**src/rtl/spi_master_tx_pkg.sv**
```systemverilog
// Shared SPI definitions for spi_master_tx and the matching SPI receiver.
// Covers word width, bit order, transmitter states and divider counter sizing.
package spi_pkg;

    localparam int unsigned SPI_WORD_W    = 8;
    localparam bit          SPI_MSB_FIRST = 1'b1;

    typedef enum logic [1:0] {
        IDLE,
        LOW,
        HIGH
    } spi_tx_state_e;

    // Divider counter width: clog2(div), never narrower than one bit
    function automatic int unsigned cnt_width(input int div);
        return (div <= 2) ? 1 : $clog2(div);
    endfunction

endpackage

```
**src/rtl/spi_master_tx_if.sv**
```systemverilog
// Byte handshake and SPI pin bundle for spi_master_tx.
// The master modport is the transmitter's view; slave is the user/pin side.
interface spi_master_tx_if;
    import spi_pkg::*;

    logic [SPI_WORD_W-1:0] tx_data;
    logic                  tx_valid;
    logic                  tx_ready;
    logic [SPI_WORD_W-1:0] rx_data;
    logic                  rx_valid;
    logic                  busy;
    logic                  spi_clk;
    logic                  spi_mosi;
    logic                  spi_miso;

    modport master (
        input  tx_data, tx_valid, spi_miso,
        output tx_ready, rx_data, rx_valid, busy, spi_clk, spi_mosi
    );

    modport slave (
        output tx_data, tx_valid, spi_miso,
        input  tx_ready, rx_data, rx_valid, busy, spi_clk, spi_mosi
    );

endinterface

```
**src/rtl/spi_master_tx_phase_timer.sv**
```systemverilog
// Counts CLK_DIV clk_sys cycles per spi_clk half-period while enabled.
// phase_end pulses on the last cycle of each half-period.
module spi_phase_timer
    import spi_pkg::*;
#(
    parameter int CLK_DIV = 2
) (
    input  logic clk_sys,
    input  logic rst,
    input  logic enable,
    output logic phase_end
);

    localparam int unsigned CNT_W = cnt_width(CLK_DIV);

    generate
        if (CLK_DIV < 1) begin : g_bad_div
            $error("spi_phase_timer: CLK_DIV must be >= 1");
        end
    endgenerate

    logic [CNT_W-1:0] div_cnt;

    assign phase_end = enable && (div_cnt == CNT_W'(CLK_DIV - 1));

    // Held at zero while idle so every phase starts from a clean count
    always_ff @(posedge clk_sys or posedge rst) begin
        if (rst) begin
            div_cnt <= '0;
        end else if (!enable || phase_end) begin
            div_cnt <= '0;
        end else begin
            div_cnt <= div_cnt + CNT_W'(1);
        end
    end

endmodule

```
**src/rtl/spi_master_tx.sv**
```systemverilog
// SPI mode-0 master: shifts each accepted byte out on spi_mosi and captures
// spi_miso on every rising spi_clk edge, exactly 8 full clock periods per byte.
module spi_master_tx
    import spi_pkg::*;
#(
    parameter int CLK_DIV = 2
) (
    input  logic     clk_sys,
    input  logic     rst,
    spi_master_tx_if.master bus
);

    localparam int unsigned W = SPI_WORD_W;

    spi_tx_state_e  state_q, state_d;
    logic [W-1:0]   tx_sh, rx_sh, rx_data_q;
    logic [W-1:0]   tx_next, rx_next;
    logic [2:0]     bit_cnt;
    logic           spi_clk_q, spi_mosi_q, rx_valid_q;
    logic           phase_end;
    logic           accept, rise, fall_next, fall_last;

    spi_phase_timer #(.CLK_DIV(CLK_DIV)) u_timer (
        .clk_sys   (clk_sys),
        .rst       (rst),
        .enable    (state_q != IDLE),
        .phase_end (phase_end)
    );

    assign tx_next = SPI_MSB_FIRST ? {tx_sh[W-2:0], 1'b0} : {1'b0, tx_sh[W-1:1]};
    assign rx_next = SPI_MSB_FIRST ? {rx_sh[W-2:0], bus.spi_miso}
                                   : {bus.spi_miso, rx_sh[W-1:1]};

    always_comb begin
        state_d      = state_q;
        accept       = 1'b0;
        rise         = 1'b0;
        fall_next    = 1'b0;
        fall_last    = 1'b0;
        bus.tx_ready = (state_q == IDLE);
        bus.busy     = (state_q != IDLE);
        case (state_q)
            IDLE: begin
                if (bus.tx_valid) begin
                    accept  = 1'b1;
                    state_d = LOW;
                end
            end
            LOW: begin
                if (phase_end) begin
                    rise    = 1'b1;
                    state_d = HIGH;
                end
            end
            HIGH: begin
                if (phase_end) begin
                    if (bit_cnt == 3'(W - 1)) begin
                        fall_last = 1'b1;
                        state_d   = IDLE;
                    end else begin
                        fall_next = 1'b1;
                        state_d   = LOW;
                    end
                end
            end
            default: state_d = IDLE;
        endcase
    end

    always_ff @(posedge clk_sys or posedge rst) begin
        if (rst) begin
            state_q <= IDLE;
        end else begin
            state_q <= state_d;
        end
    end

    always_ff @(posedge clk_sys or posedge rst) begin
        if (rst) begin
            tx_sh      <= '0;
            rx_sh      <= '0;
            rx_data_q  <= '0;
            bit_cnt    <= '0;
            spi_clk_q  <= 1'b0;
            spi_mosi_q <= 1'b0;
            rx_valid_q <= 1'b0;
        end else begin
            rx_valid_q <= 1'b0;
            if (accept) begin
                tx_sh      <= bus.tx_data;
                spi_mosi_q <= SPI_MSB_FIRST ? bus.tx_data[W-1] : bus.tx_data[0];
                bit_cnt    <= '0;
            end
            if (rise) begin
                spi_clk_q <= 1'b1;
                rx_sh     <= rx_next;
            end
            if (fall_next) begin
                spi_clk_q  <= 1'b0;
                bit_cnt    <= bit_cnt + 3'd1;
                tx_sh      <= tx_next;
                spi_mosi_q <= SPI_MSB_FIRST ? tx_next[W-1] : tx_next[0];
            end
            if (fall_last) begin
                spi_clk_q  <= 1'b0;
                rx_data_q  <= rx_sh;
                rx_valid_q <= 1'b1;
            end
        end
    end

    assign bus.spi_clk  = spi_clk_q;
    assign bus.spi_mosi = spi_mosi_q;
    assign bus.rx_data  = rx_data_q;
    assign bus.rx_valid = rx_valid_q;

endmodule

```
**src/flat_wrapper.sv**
```systemverilog
// flat-port wrapper written by rule: the top's interface ports become plain ports
module spi_master_tx_flat import spi_pkg::*;
#(
    parameter int CLK_DIV = 2
)
  (clk_sys, rst, bus_tx_data, bus_tx_valid, bus_spi_miso, bus_tx_ready, bus_rx_data, bus_rx_valid, bus_busy, bus_spi_clk, bus_spi_mosi);
  spi_master_tx_if bus_i ();
  input  logic clk_sys;
  input  logic rst;
  input wire logic [$bits(bus_i.tx_data)-1:0] bus_tx_data;
  input wire logic [$bits(bus_i.tx_valid)-1:0] bus_tx_valid;
  input wire logic [$bits(bus_i.spi_miso)-1:0] bus_spi_miso;
  output wire logic [$bits(bus_i.tx_ready)-1:0] bus_tx_ready;
  output wire logic [$bits(bus_i.rx_data)-1:0] bus_rx_data;
  output wire logic [$bits(bus_i.rx_valid)-1:0] bus_rx_valid;
  output wire logic [$bits(bus_i.busy)-1:0] bus_busy;
  output wire logic [$bits(bus_i.spi_clk)-1:0] bus_spi_clk;
  output wire logic [$bits(bus_i.spi_mosi)-1:0] bus_spi_mosi;
  assign bus_i.tx_data = bus_tx_data;
  assign bus_i.tx_valid = bus_tx_valid;
  assign bus_i.spi_miso = bus_spi_miso;
  assign bus_tx_ready = bus_i.tx_ready;
  assign bus_rx_data = bus_i.rx_data;
  assign bus_rx_valid = bus_i.rx_valid;
  assign bus_busy = bus_i.busy;
  assign bus_spi_clk = bus_i.spi_clk;
  assign bus_spi_mosi = bus_i.spi_mosi;
  spi_master_tx #(.CLK_DIV(CLK_DIV)) u_core (.clk_sys(clk_sys), .rst(rst), .bus(bus_i));
endmodule
```
**config.mk**
```make
export PLATFORM = sky130hd
export DESIGN_NAME = spi_master_tx_flat
export DESIGN_NICKNAME = d
export VERILOG_FILES = /design/src/rtl/spi_master_tx_pkg.sv /design/src/rtl/spi_master_tx_if.sv /design/src/rtl/spi_master_tx_phase_timer.sv /design/src/rtl/spi_master_tx.sv /design/src/flat_wrapper.sv
export SDC_FILE = /design/constraint.sdc
export NUM_CORES = 1
export LEC_CHECK = 0
export CAP_MARGIN = 40
export CORE_AREA = 5 5 57 59
export DETAILED_ROUTE_END_ITERATION = 12
export DIE_AREA = 0 0 62 64
export DONT_BUFFER_PORTS = 1
export HOLD_SLACK_MARGIN = 0.1
export MAX_ROUTING_LAYER = met4
export PLACE_DENSITY = 0.73
export SYNTH_ARGS = -nofsm -noshare
export SYNTH_HDL_FRONTEND = slang
export SYNTH_SLANG_ARGS = --single-unit
```
**constraint.sdc**
```tcl
create_clock -name clk_sys -period 3.41 [get_ports clk_sys]
set_clock_uncertainty 0.1 [all_clocks]
set_input_delay 0 -clock clk_sys [delete_from_list [all_inputs] [get_ports clk_sys]]
set_output_delay 0 -clock clk_sys [all_outputs]
set_load 0.01 [all_outputs]
```
# After elaboration in Yosys (flattened, before gate mapping)
# Cells that the tools add are included.
# classes
mux	26
n_reduce_logical	8
add_sub_neg	2
n_eq_ne	6
# ops
cell	n
$mux 1	18
$mux 7	2
$mux 2	3
$mux 3	2
$ne 2x2->1 const B	3
$pmux 2 s3	1
$reduce_bool 2->1	2
$add 3x1->3 const B	1
$eq 3x3->1 const B	1
$reduce_and 3->1	1
$reduce_bool 3->1	1
$eq 2x1->1 const B	1
$eq 2x2->1 const B	1
$logic_not 2->1	1
$add 1x1->1 const B	1
$logic_and 1x1->1	1
$logic_not 1->1	1
$logic_or 1x1->1	1
# word_totals
output_inout_bits	13
ff_bits	32

# Depth between registers and ports, before layout
# Gate-level depths: netlist (run 1).
# logic_depth
depth_word	7
depth_mapped	6

# Modules after synthesis
# From an unflattened synthesis (run 1), not the netlist that was laid out.
# hier_totals
cells_unflattened	97
hier_area_um2	1377.6
# modules_own_cells
module	instances	cells_per_inst	seq_area_each_um2	area_each_um2
spi_master_tx	1	93	775.7	1332.5
spi_phase_timer	1	4	25.0	45.0

# Worst setup path after synthesis (run 1)
# OpenSTA, ideal clock, no wires.
# synth_timing
path_type	register -> register
startpoint	register u_core.bit_cnt[0]
endpoint	register u_core.spi_mosi_q (netlist: u_core.bus.spi_mosi)
required_time_ns	3.237
stages_incl_launch_ff	7
path_slack_ns	1.814
setup_ns	0.073
arrival_time_ns	1.423
path_cell_list	dfrtp_1 ha_1 ha_1 and4bb_1 buf_6 a21oi_1 a21oi_2
# synth_between
elab_chain_cells	5
elab_cells_between_ends	6
# synth_rtl
item	line_no	text
from (decl)	spi_master_tx.sv:18	logic [2:0] bit_cnt;
from (signal assigned)	spi_master_tx.sv:100	bit_cnt <= bit_cnt + 3'd1;
$eq 3x3->1 *	spi_master_tx.sv:57	if (bit_cnt == 3'(W - 1)) begin
$mux 1 *	spi_master_tx.sv:57	
$mux 1 *	spi_master_tx.sv:56	if (phase_end) begin
$mux 1 *	spi_master_tx.sv:42	case (state_q)
$mux 1 / $reduce_bool 2->1 (equally long branches)	n/a	
to (signal assigned)	spi_master_tx.sv:91	spi_mosi_q <= SPI_MSB_FIRST ? bus.tx_data[W-1] : bus.tx_data[0];
to (signal assigned)	spi_master_tx.sv:102	spi_mosi_q <= SPI_MSB_FIRST ? tx_next[W-1] : tx_next[0];
to (decl)	spi_master_tx.sv:19	logic spi_clk_q, spi_mosi_q, rx_valid_q;
# Every way passes the cells marked *; elsewhere a longest branch is shown, timed or not.
# A chain may end at the register's enable or synchronous reset.

# Worst setup path in the final report (run 1)
# layout_timing
startpoint	register u_core.bit_cnt[0]
endpoint	register u_core.tx_sh[4]
# layout_between
elab_chain_cells	5
elab_cells_between_ends	6
# layout_rtl
item	line_no	text
$eq 3x3->1 *	spi_master_tx.sv:57	
$mux 1 *	spi_master_tx.sv:57	
$mux 1 *	spi_master_tx.sv:56	
$mux 1 *	spi_master_tx.sv:42	
$mux 7 / $reduce_bool 2->1 (equally long branches)	n/a	
to (signal assigned)	spi_master_tx.sv:90	tx_sh <= bus.tx_data;
to (signal assigned)	spi_master_tx.sv:101	tx_sh <= tx_next;
to (decl)	spi_master_tx.sv:16	logic [W-1:0] tx_sh, rx_sh, rx_data_q;
# Marks and branches as above.

==> impl_metrics.yaml, run 1 <==
run_status:
  status: "finished clean"
finish:
  layout.filler_cells: 213
  design.final.nets: 147
  area_growth_syn_to_layout_pct: 17.4
  n_antenna_cell: 0
  final_layout_size_suffix_gt1_share_pct: 24.6
logic_synthesis:
  yosysUniqueCellTypes: 23
  post_synth.cell_area_avg_um2: 12.7
  synthCells: 111
  yosys_most_used_dff: "sky130_fd_sc_hd__dfrtp_1"
  ys_warn_count: 0
  netlist_area_um2: 1410
  count_of_flip_flops_with_a_built_in_enable_after_synthesis: 0
  post_synthesis_sequential_element_count: 32
  synth.net_count: 125
  synth_seq_area_share_pct: 56.8
  synth-async-reset-ratio_pct: 100
sta:
  finalCritPeriodShare_pct: 70.0
  timing.hold.ws_ns: 0.119
  final-max-slew-violation-count: 0
  fin_setup_tns_ns: 0
  number_of_failing_setup_endpoints_in_the_final_timing_report: 0
  max_freq_ghz: 0.419
  max_slew.worst_pin.slew_ns: 0.453
  grt_setup_unrepaired: "no"
  final_period_minus_worst_setup_slack_ns: 2.39
  hold_violations: 0
  timing.slew.headroom_pct: 69.7
critical_path:
  critPathArrivalTime_ns: 2.56
  setup.worst_path.start_class: "register"
  worst-path-max-fanout: 11
  crit_path_required_time_ns: 3.58
  critical_path.endpoint_type: "register"
  worst-setup-path-type: "register to register"
  setup.reg_to_reg.worst_slack_ns: 1.02
die:
  row_count: 19
  design.core.area_um2: 2660
  dieWidth_um: 62
  io_pins: 25
  die-area_um2: 3970
  initial_utilization_pct: 52.9
  fp.dieH_um: 64
cts:
  numClockSinks: 32
  cts_max_path_buffers: 2
  cts.repair_timing.setup_buffer_count: 0
  cts_tree: "done"
  cts.htree.levels: 2
  clock_insertion_delay_worst_skew_ns: 0.33
  clockRootBuffer: "sky130_fd_sc_hd__clkbuf_4"
  clkTransAtPathRegs_ns: 0.10
  num_cts_buffers: 5
placement:
  routability_congestion_estimate_from_global_placement: 0.755
  io_buffers: 0
  hpwlAfterDp_um: 1590
routing:
  first_pass_iters: 4
  avgRoutedWirePerCell_um: 15.5
  vias: 896
  drt-vias-per-instance: 5.43
  totalWireLength_um: 2560
  drtAntennaViolNets: 0
  remaining_drc_errors: 0
  drt_iter0_drc: 39
global_routing:
  grt_start_max_net_pins: 33
  grt_first_pass_wirelength_um: 4330
  antenna_found_initial: 0
  first_global_vias: 947
  globalRouteTotalUtil_pct: 15.7
  grt-ovfl-total: 0
flow_run:
  drv.max_cap_violation_count: 0
pwr:
  total_power_uw: 1210
  leakage_uw: 0.000755
  power.density_cell_area_nw_per_um2: 733
  ir_worst_vdd_mv: 0.583
hold_path:
  min_path_type: "input pin to register"
==> cells in the final DEF, fill, tap and decap left out, types with 2 or more instances in the layout <==
master	count
sky130_fd_sc_hd__nor2_1	10
sky130_fd_sc_hd__a21oi_1	12
sky130_fd_sc_hd__o21ai_0	4
sky130_fd_sc_hd__inv_1	4
sky130_fd_sc_hd__mux2_2	16
sky130_fd_sc_hd__dlygate4sd3_1	20
sky130_fd_sc_hd__a22o_1	2
sky130_fd_sc_hd__ha_1	2
sky130_fd_sc_hd__clkbuf_4	5
sky130_fd_sc_hd__clkinv_2	2
sky130_fd_sc_hd__dfrtp_1	32
sky130_fd_sc_hd__nand2_1	9
sky130_fd_sc_hd__a21oi_2	4
==> synthesized netlist by cell type, types with 2 or more instances <==
master	n	area, µm²
sky130_fd_sc_hd__a21oi_1	12	60.1
sky130_fd_sc_hd__a22o_1	2	17.5
sky130_fd_sc_hd__buf_6	4	45.0
sky130_fd_sc_hd__ha_1	2	25.0
sky130_fd_sc_hd__nor2_1	10	37.5
sky130_fd_sc_hd__o21ai_0	4	20.0
sky130_fd_sc_hd__nand2_1	9	33.8
sky130_fd_sc_hd__dfrtp_1	32	801
sky130_fd_sc_hd__inv_1	4	15.0
sky130_fd_sc_hd__a21oi_2	4	35.0
sky130_fd_sc_hd__mux2_2	16	180
==> through the flow <==
stage | util, % | area [µm²] | setup WS (ns) | instances
floorplan | - | 1410 | 1.81 | 111
global placement | 52.5 | 1400 | 1.57 | 137
detailed placement | 52.5 | 1400 | 1.50 | 137
CTS | 62.1 | 1650 | 1.02 | 165
global route | 62.1 | 1650 | 0.888 | 165
finish | 62.1 | 1650 | 1.02 | 165
==> cell families (layout without fill, tap and decap cells) <==
kind of cell	count (synthesis)	in the layout	share of synthesized area [%]
DFF	32	32	56.8
and+or+nand+nor	27	27	13.0
AOI/OAI and AO/OA	23	23	9.77
muxes	17	17	13.5
buffers and inverters	10	33	5.15
adders and majority gates	2	2	1.78
==> final cells by class <==
type                       count  area (µm²)  share of cell area (%)
clock buffer                   5        37.5                    2.27
clock inverter                 3        18.8                    1.13
inverter                       4        15.0                   0.908
multi-input combinational     69         536                    32.4
sequential                    32         801                    48.4
tap                           31        38.8                    2.34
timing repair buffer          21         208                    12.6
==> per-layer routing <==
| metal | track usage [%] | up-vias | part of all wire, % |
|---|---|---|---|
| li1 | - | 427 | - |
| met2 | 22.8 | 28 | 49 |
| met5 | - | - | 0 |
| met3 | 7.04 | 5 | 6.6 |
| met4 | 9.02 | 0 | 1.5 |
| met1 | 17.5 | 436 | 43 |
==> worst paths after layout <==
path                                   start                     to  cells past startpoint
max                        u_core.bit_cnt[0]        u_core.tx_sh[4]                      6
min                             bus_tx_valid      u_core.bit_cnt[0]                      3
max reg2reg                u_core.bit_cnt[0]        u_core.tx_sh[4]                      6
min reg2reg                u_core.bit_cnt[0]      u_core.bit_cnt[0]                      1
max in group asynchronous                rst        u_core.tx_sh[1]                      4
min in group asynchronous                rst  u_core.bus.rx_data[2]                      4
==> sequential cells by signal, summed over array words and instances (netlist names) <==
name / count
u_core.bus.rx_valid: 1
u_core.bus.rx_data: 8
u_core.tx_sh: 7
u_core.rx_sh: 8
u_core.bus.spi_mosi: 1
u_core.bus.spi_clk: 1
u_core.bit_cnt: 3
u_core.state_q: 2
u_core.u_timer.div_cnt: 1
==> what timing repair did <==
item	in CTS	in global routing
endpoints found under the hold margin	44	0
hold buffers	20	0
gates resized for setup	0	0
==> where the power goes <==
group / leakage (µW) / total [µW] / internal [µW] / switching [µW]
combinational: 0.000334 / 358 / 202 / 156
sequential: 0.000386 / 644 / 510 / 134
clock: 0.0000349 / 211 / 79.0 / 133
total: 0.000755 / 1210 / 791 / 422
==> critical path: stages (launching register included) <==
cell	delay, ns
sky130_fd_sc_hd__dfrtp_1	0.42
sky130_fd_sc_hd__ha_1	0.21
sky130_fd_sc_hd__ha_1	0.25
sky130_fd_sc_hd__and4bb_1	0.54
sky130_fd_sc_hd__a21oi_1	0.08
sky130_fd_sc_hd__dlygate4sd3_1	0.58
sky130_fd_sc_hd__a21oi_1	0.15
Power figures use the tool's default switching activity.
==> run 2: changes to the inputs <==
PLACE_DENSITY = 0.76   (was 0.73)
clock period = 2.1 ns   (was 3.41 ns; I/O delays follow)
==> impl_metrics.yaml, run 2 (synthesis results as in run 1) <==
run_status:
  status: "finished clean"
finish:
  design.final.nets: 142
  layout.cells.most_common: "sky130_fd_sc_hd__dfrtp_1"
  final_layout_size_suffix_gt1_share_pct: 25.6
  area_growth_syn_to_layout_pct: 15.1
  n_antenna_cell: 0
  layout.filler_cells: 215
  most-common-layout-cells: "sky130_fd_sc_hd__dfrtp_1 (32), sky130_fd_sc_hd__mux2_2 (16), sky130_fd_sc_hd__dlygate4sd3_1 (14)"
die:
  die-area_um2: 3970
  design.core.area_um2: 2660
  dieWidth_um: 62
  fp.dieH_um: 64
  initial_utilization_pct: 52.9
  row_count: 19
  io_pins: 25
routing:
  avgRoutedWirePerCell_um: 14.5
  remaining_drc_errors: 0
  drtAntennaViolNets: 0
  first_pass_iters: 4
  vias: 877
  drt_iter0_drc: 29
  drt-vias-per-instance: 5.48
  totalWireLength_um: 2320
critical_path:
  timing.critical_path.from: "u_core.state_q[0]"
  crit_path_required_time_ns: 2.25
  critPathArrivalTime_ns: 2.11
  maximum_cell_stage_delay_along_the_critical_path_ns: 0.57
  setup.reg_to_reg.worst_slack_ns: 0.15
  worst-path-max-fanout: 11
  length_in_cells_of_the_worst_reg_to_reg_path: 4
  timing.critical_path.cells: "nor3b_4, nand2_1, dlygate4sd3_1, a21oi_1"
  worst-setup-path-type: "register to register"
  setup.worst_path.start_class: "register"
  timing.rr.start: "u_core.state_q[0]"
  critPathCapture: "u_core.tx_sh[0]"
  cp_slowest_cell: "sky130_fd_sc_hd__dlygate4sd3_1"
  r2r-end: "u_core.tx_sh[0]"
  critical_path.endpoint_type: "register"
sta:
  max_slew.worst_pin.slew_ns: 0.440
  grt_setup_unrepaired: "no"
  max_freq_ghz: 0.512
  final-max-slew-violation-count: 0
  finalCritPeriodShare_pct: 93.0
  hold_violations: 0
  number_of_failing_setup_endpoints_in_the_final_timing_report: 0
  timing.slew.headroom_pct: 70.5
  timing.hold.ws_ns: 0.133
  final_period_minus_worst_setup_slack_ns: 1.95
  fin_setup_tns_ns: 0
cts:
  cts_max_path_buffers: 2
  clock_insertion_delay_worst_skew_ns: 0.33
  cts_tree: "done"
  clkTransAtPathRegs_ns: 0.09
  numClockSinks: 32
  num_cts_buffers: 5
  cts.repair_timing.setup_buffer_count: 0
  cts_resized: 0
  cts.htree.levels: 2
  clockRootBuffer: "sky130_fd_sc_hd__clkbuf_4"
  post_cts_hold_buffer_count: 14
global_routing:
  first_global_vias: 928
  grt_first_pass_wirelength_um: 4090
  antenna_found_initial: 0
  grt_start_max_net_pins: 23
  globalRouteTotalUtil_pct: 14.7
  grt-ovfl-total: 0
pwr:
  gate_power_share_pct: 26.1
  power.density_cell_area_nw_per_um2: 1250
  leakage_uw: 0.000757
  seqPwrFrac_pct: 51.3
  ir_worst_vdd_mv: 0.830
  net_switching_power_uw: 659
  share_clk_of_total_power_pct: 22.6
  internal_power_uw: 1360
  power.switching_fraction_pct: 32.6
placement:
  hpwlAfterDp_um: 1560
  io_buffers: 0
  routability_congestion_estimate_from_global_placement: 0.680
flow_run:
  drv.max_cap_violation_count: 0
hold_path:
  min_path_type: "input pin to register"
## run 2: per-stage QoR
| step | total power (µW) | util, % | std cells | worst slack (ns) | instance area (µm²) |
|---|---|---|---|---|---|
| after detailed placement | 1560 | 52.8 | 138 | 0.254 | 1410 |
| after floorplan | 1510 | - | 111 | 0.504 | 1410 |
| after global placement | 1530 | 52.8 | 138 | 0.317 | 1410 |
| final | 2020 | 60.9 | 160 | 0.146 | 1620 |
| after CTS | 2050 | 60.9 | 160 | 0.170 | 1620 |
| after global routing | 2170 | 60.9 | 160 | 0.0249 | 1620 |
## run 2: cell type report
type	instances	area [µm²]	area share [%]
well taps	31	38.8	2.39
inverters	4	15.0	0.926
clock inverters	2	35.0	2.16
multi-input cells	69	536	33.0
clock buffers	6	41.3	2.55
flip-flops and latches	32	801	49.4
repair buffers	16	155	9.57
## run 2: worst min-delay path by stage
stage	startpoint	end	slack, ns	depth (start not counted)
finish	bus_tx_valid	u_core.bit_cnt[0]	0.13	3
CTS	bus_tx_valid	u_core.bit_cnt[0]	0.12	3
global placement	rst	u_core.bus.rx_valid	-0.21	1
floorplan	rst	u_core.bit_cnt[0]	0.02	1
global route	bus_tx_valid	u_core.bit_cnt[0]	0.15	3
detailed placement	rst	u_core.bus.rx_data[5]	-0.20	1
## run 2: worst max-delay path, delay by kind of cell, from the launching register on
kind / cells / cell delay (ns)
buffers and inverters: 1 / 0.57
flip-flops: 1 / 0.54
AND/OR/NAND/NOR: 2 / 0.54
AO/OA/AOI/OAI: 1 / 0.13
## run 2: power groups by stage
stage	combinational, µW	clock [µW]	sequential [µW]
2_1_floorplan	566	0	941
3_3_place_gp	488	0	1040
3_5_place_dp	512	0	1050
4_1_cts	537	475	1040
5_1_grt	592	506	1080
6_report	528	456	1040
## run 2: layer usage
metal / global-route usage (%) / share of wire, %
met5: - / 0
met4: 8.75 / 2.7
met3: 4.23 / 4.1
met2: 21.1 / 49
met1: 17.9 / 44
